--- src/rtl/accumulator_pkg.sv ---
// Shared constants for the 16-bit accumulator datapath: widths, reset PC,
// halt opcode, fetch FSM encodings and next-PC select codes.
package accumulator_pkg;

  localparam int unsigned     PC_W        = 10;
  localparam int unsigned     INSTR_W     = 16;
  localparam logic [PC_W-1:0] RESET_PC    = 10'h000;
  localparam logic [3:0]      HALT_OPCODE = 4'hF;

  // Fetch FSM encodings, kept as plain constants for legacy compatibility
  localparam logic [1:0] S_BOOT  = 2'd0;
  localparam logic [1:0] S_RUN   = 2'd1;
  localparam logic [1:0] S_FLUSH = 2'd2;
  localparam logic [1:0] S_HALT  = 2'd3;

  // Next-fetch_pc selection
  localparam logic [1:0] SEL_HOLD   = 2'd0;
  localparam logic [1:0] SEL_INC    = 2'd1;
  localparam logic [1:0] SEL_BRANCH = 2'd2;

endpackage

--- src/rtl/fetch_unit_pc_next_sel.sv ---
// Combinational next-fetch_pc mux: hold, increment (modulo 2**PC_W) or
// branch target.
module pc_next_sel #(
  parameter int unsigned PC_W = 10
) (
  input  logic [1:0]      sel,
  input  logic [PC_W-1:0] fetchPc,
  input  logic [PC_W-1:0] branchTarget,
  output logic [PC_W-1:0] nextPc
);
  import accumulator_pkg::SEL_HOLD;
  import accumulator_pkg::SEL_INC;
  import accumulator_pkg::SEL_BRANCH;

  always_comb begin
    nextPc = fetchPc;
    case (sel)
      SEL_HOLD:   nextPc = fetchPc;
      SEL_INC:    nextPc = fetchPc + PC_W'(1);
      SEL_BRANCH: nextPc = branchTarget;
      default:    nextPc = fetchPc;
    endcase
  end

endmodule

--- src/rtl/fetch_unit.sv ---
// Instruction-fetch stage: owns fetch_pc, drives instruction memory and
// latches {PC, instr}. Define FETCH_HALT_EN to enable the S_HALT state.
module fetch_unit #(
  parameter int unsigned     PC_W     = accumulator_pkg::PC_W,
  parameter int unsigned     INSTR_W  = accumulator_pkg::INSTR_W,
  parameter logic [PC_W-1:0] RESET_PC = accumulator_pkg::RESET_PC
) (
  input  logic               clk,
  input  logic               reset,
  input  logic               stall,
  input  logic               branch_taken,
  input  logic [PC_W-1:0]    branch_target,
  output logic [PC_W-1:0]    imem_addr,
  output logic               imem_rd_en,
  input  logic [INSTR_W-1:0] imem_rdata,
  output logic [PC_W-1:0]    PC,
  output logic [INSTR_W-1:0] instr,
  output logic               instr_valid
);
  import accumulator_pkg::*;

  logic [1:0]      state;
  logic [1:0]      stateNext;
  logic [1:0]      pcSel;
  logic [PC_W-1:0] fetchPc;
  logic [PC_W-1:0] nextPc;
  logic [PC_W-1:0] issuedPc;
  logic            rdEn;
  logic            loadInstr;
  logic            clearValid;

  always_comb begin
    stateNext  = state;
    pcSel      = SEL_HOLD;
    rdEn       = 1'b0;
    loadInstr  = 1'b0;
    clearValid = 1'b0;
    case (state)
      S_BOOT: begin
        rdEn      = 1'b1;
        pcSel     = SEL_INC;
        stateNext = S_RUN;
      end
      S_RUN: begin
        rdEn = ~stall | branch_taken;
        if (branch_taken) begin
          pcSel      = SEL_BRANCH;
          clearValid = 1'b1;
          stateNext  = S_FLUSH;
        end else if (!stall) begin
          pcSel     = SEL_INC;
          loadInstr = 1'b1;
`ifdef FETCH_HALT_EN
          if (imem_rdata[INSTR_W-1 -: 4] == HALT_OPCODE) begin
            stateNext = S_HALT;
          end
`endif
        end
      end
      S_FLUSH: begin
        // Word returning now was fetched from the wrong path
        rdEn       = 1'b1;
        pcSel      = SEL_INC;
        clearValid = 1'b1;
        stateNext  = S_RUN;
      end
`ifdef FETCH_HALT_EN
      S_HALT: begin
        stateNext = S_HALT;
      end
`endif
      default: begin
        stateNext = S_BOOT;
      end
    endcase
  end

  pc_next_sel #(
    .PC_W(PC_W)
  ) uPcNextSel (
    .sel         (pcSel),
    .fetchPc     (fetchPc),
    .branchTarget(branch_target),
    .nextPc      (nextPc)
  );

  always_ff @(posedge clk) begin
    if (reset) begin
      state       <= S_BOOT;
      fetchPc     <= RESET_PC;
      issuedPc    <= RESET_PC;
      PC          <= RESET_PC;
      instr       <= '0;
      instr_valid <= 1'b0;
    end else begin
      state   <= stateNext;
      fetchPc <= nextPc;
      // Address the memory captured this edge; its data is latched next edge
      if (rdEn) begin
        issuedPc <= fetchPc;
      end
      if (loadInstr) begin
        instr       <= imem_rdata;
        PC          <= issuedPc;
        instr_valid <= 1'b1;
      end else if (clearValid) begin
        instr_valid <= 1'b0;
      end
    end
  end

  assign imem_addr  = fetchPc;
  assign imem_rd_en = rdEn;

endmodule
--- config.mk ---
export PLATFORM = sky130hd
export DESIGN_NAME = fetch_unit
export DESIGN_NICKNAME = d
export VERILOG_FILES = /design/src/rtl/accumulator_pkg.sv /design/src/rtl/fetch_unit_pc_next_sel.sv /design/src/rtl/fetch_unit.sv
export SDC_FILE = /design/constraint.sdc
export NUM_CORES = 1
export LEC_CHECK = 0
export CORE_ASPECT_RATIO = 0.5
export CORE_UTILIZATION = 46
export DETAILED_ROUTE_END_ITERATION = 10
export HOLD_SLACK_MARGIN = 0.1
export PLACE_DENSITY_LB_ADDON = 0.12
export SLEW_MARGIN = 0
export SYNTH_ARGS = -nofsm -noshare
export SYNTH_HDL_FRONTEND = slang
export SYNTH_SLANG_ARGS = --single-unit
--- constraint.sdc ---
create_clock -name clk -period 2.8 [get_ports clk]
set_input_delay 0.28 -clock clk [delete_from_list [all_inputs] [get_ports clk]]
set_output_delay 0.28 -clock clk [all_outputs]
set_load 0.05 [all_outputs]
==> results.ini <==
[sta]
rsz0062_at_grt=no
setup_slack_ns=0.457
worstMarginPinSlew_ns=0.897
fin_skew_ns=0.00337
hold_violations=0
report.final.slew_viol_count=0
period_share_pct=83.7
max_freq_ghz=0.427
tns_ns=0
finalSetupViolCount=0
finalWorstPathRequiredPeriod_ns=2.34
relSlewSlack_pct=40.2

[placed_design]
post-place-ws_ns=0.342
dpl.hpwl_um=3330
place_congestion=0.882
io_buffers=67

[clock_tree]
h-tree-depth=2
numCtsBuffers=5
clk_pin_slew_worst_paths_ns=0.08
root_buffer=clkbuf_8
post_cts_buffers=0
holdBufCountCts=0
cts.path.max_buffers=2
cts_tree=done
worstSkewPairLatency_ns=0.29
cts_resized=0
cts_sinks=49

[die]
die_h_um=50.4
ioPinCount=68
coreArea_um2=4450
rows=17
start_util_pct=48.4
die_w_um=98.8
die-area_um2=4980

[setup_path]
critPathMaxStageDelay_ns=0.43
cp.arrival_ns=2.56
crit_family=adder cells
required_ns=3.02
rr_startpoint=state[0]$_SDFFE_PP0P_
crit_slowest_cell=dfxtp_1
path_buf_inv=2
cp_max_fo=11
path_class=reg -> reg
crit_start=state[0]$_SDFFE_PP0P_
cp_cell_sequence=inv_1 -> ha_1 -> nor2_1 -> a21o_1 -> ha_1 -> clkinv_1 -> nor2_1 -> a22oi_1 -> a31oi_1
endpoint_kind=flop
cp-start-kind=flop

[routing]
drt_first_pass_iters=6
wl_per_cell_um=12.7
vias=1991
wirelength_um=4850
drt-initial-drc-count=75
route.detailed.drc=0
ant_nets=0
vias_per_cell=5.21

[grt]
overflow=0
antenna_found_initial=0
grt_pass1_vias=1891
grt_pass1_wl_um=8380
grt_max_degree=60
track_usage_pct=21.2

[power]
power_frac_comb_pct=33.3
power.density_nw_per_um2=604
p_leak_nw=1.06
p_clk_share_pct=20.8
power_switching_uw=621
internal_power_mw=1.16
vdd_drop_max_mv=0.368
pwr-share-seq_pct=45.9
p_sw_share_pct=34.9

[cells_and_area]
diodes=0
num-nets-final=363
drive_above_1_share_pct=5.23
area_delta_synth_final_pct=36.7

[synthesis]
syn_area_um2=2150
synthDistinctLibCells=32
yosysWarnings=0
synth_nets=299
ys_seq_elements=49
avgSynthCellArea_um2=8.22
yosysSeqAreaShare_pct=45.6
synthCells=262

[hold_path]
min_from=instr[2]$_SDFFE_PP0P_
hold_path_class=reg -> reg

[outcome]
status=finished, final reports clean

[flow_run]
cap_violations=0

## synth_stat cells, drive strengths merged
master / n / area (um^2)
nand2: 56 / 210
dfxtp: 49 / 981
a21oi: 40 / 200
nand2b: 22 / 138
nor2: 15 / 58.8
mux2i: 13 / 130
buf: 8 / 45.0
clkbuf: 8 / 30.0
nand3: 8 / 40.0
ha: 7 / 87.6
a31oi: 4 / 25.0
inv: 4 / 15.0
o21ai: 4 / 20.0
or4: 3 / 22.5
a22oi: 2 / 15.0
and4: 2 / 20.0
nand4: 2 / 12.5
nor3: 2 / 10.0
nor3b: 2 / 15.0
o21a: 2 / 15.0
a211oi: 1 / 7.51
a21o: 1 / 7.51
and3: 1 / 7.51
clkinv: 1 / 3.75
nor2b: 1 / 6.26
o21bai: 1 / 7.51
o32ai: 1 / 8.76
or2b: 1 / 7.51
or3: 1 / 6.26
## flip-flops by register name (all words and copies together) (netlist names)
register / flops
instr: 16
state: 2
instr_valid: 1
issuedPc: 10
PC: 10
imem_addr: 10
## cell families (layout without fill, tap and decap cells)
family | Yosys count | after routing | synth area share [%]
fa+ha+maj | 7 | 7 | 4.07
buf+inv | 21 | 84 | 4.36
simple gates | 116 | 116 | 25.7
compound gates | 56 | 56 | 14.2
mux | 13 | 13 | 6.04
flops | 49 | 49 | 45.6
## per-stage QoR
stage	area (um^2)	total power [mW]	util, %	std cells	hold slack [ns]
6_report	2940	1.78	66.2	382	0.453
4_1_cts	2940	1.80	66.2	382	0.457
2_1_floorplan	2150	1.22	-	262	0.416
3_5_place_dp	2870	1.42	64.6	376	0.445
3_3_place_gp	2870	1.41	64.6	376	0.441
5_1_grt	2940	1.88	66.2	382	0.473
## worst paths after layout
kind                            slack [ns]  depth (start not counted)                         to
worst max register to register        0.46                          9  imem_addr[5]$_SDFFE_PP0P_
worst min-delay path                  0.45                          2      instr[2]$_SDFFE_PP0P_
worst min register to register        0.45                          2      instr[2]$_SDFFE_PP0P_
worst max-delay path                  0.46                          9  imem_addr[5]$_SDFFE_PP0P_
## worst register-to-register path, cell delays in order, from the launching register on
cell      delay, ns
dfxtp_1        0.43
inv_1          0.10
ha_1           0.22
nor2_1         0.17
a21o_1         0.14
ha_1           0.35
clkinv_1       0.32
nor2_1         0.25
a22oi_1        0.10
a31oi_1        0.18
## layout by cell type, fill, tap and decap left out, types with 3 or more instances in the layout
| cell type | netlist | routed |
|---|---|---|
| clkdlybuf4s50_1 | 0 | 65 |
| nand2_1 | 56 | 56 |
| dfxtp_1 | 49 | 49 |
| a21oi_1 | 40 | 40 |
| nand2b_1 | 22 | 22 |
| nor2_1 | 14 | 14 |
| mux2i_1 | 13 | 13 |
| nand3_1 | 8 | 8 |
| ha_1 | 7 | 7 |
| buf_4 | 2 | 6 |
| clkbuf_8 | 0 | 5 |
| inv_1 | 4 | 4 |
| o21ai_0 | 4 | 4 |
| a31oi_1 | 4 | 4 |
| or4_1 | 3 | 3 |
## power groups by stage
| stage | logic, mW | clock network [mW] | registers [mW] |
|---|---|---|---|
| after detailed placement | 0.591 | 0 | 0.833 |
| after floorplan | 0.282 | 0 | 0.938 |
| final | 0.592 | 0.370 | 0.816 |
| after global routing | 0.642 | 0.409 | 0.827 |
| after global placement | 0.578 | 0 | 0.830 |
| after CTS | 0.594 | 0.389 | 0.817 |
## final cells by class
class,instances,area [um^2]
Multi-Input combinational cell,192,1080
Tap cell,57,71.3
Clock buffer,5,68.8
Clock inverter,1,5.00
Inverter,5,18.8
Sequential cell,49,981
Fill cell,391,1500
Timing Repair Buffer,73,721
## per-layer routing
layer / up-vias / GRT usage, % / wire, um
met5: - / 0 / 0
met4: 0 / 6.47 / 38
met3: 5 / 5.15 / 267
met2: 66 / 35.2 / 2130
met1: 916 / 27.4 / 2410
li1: 1004 / - / -
Power figures use the tool's default switching activity.
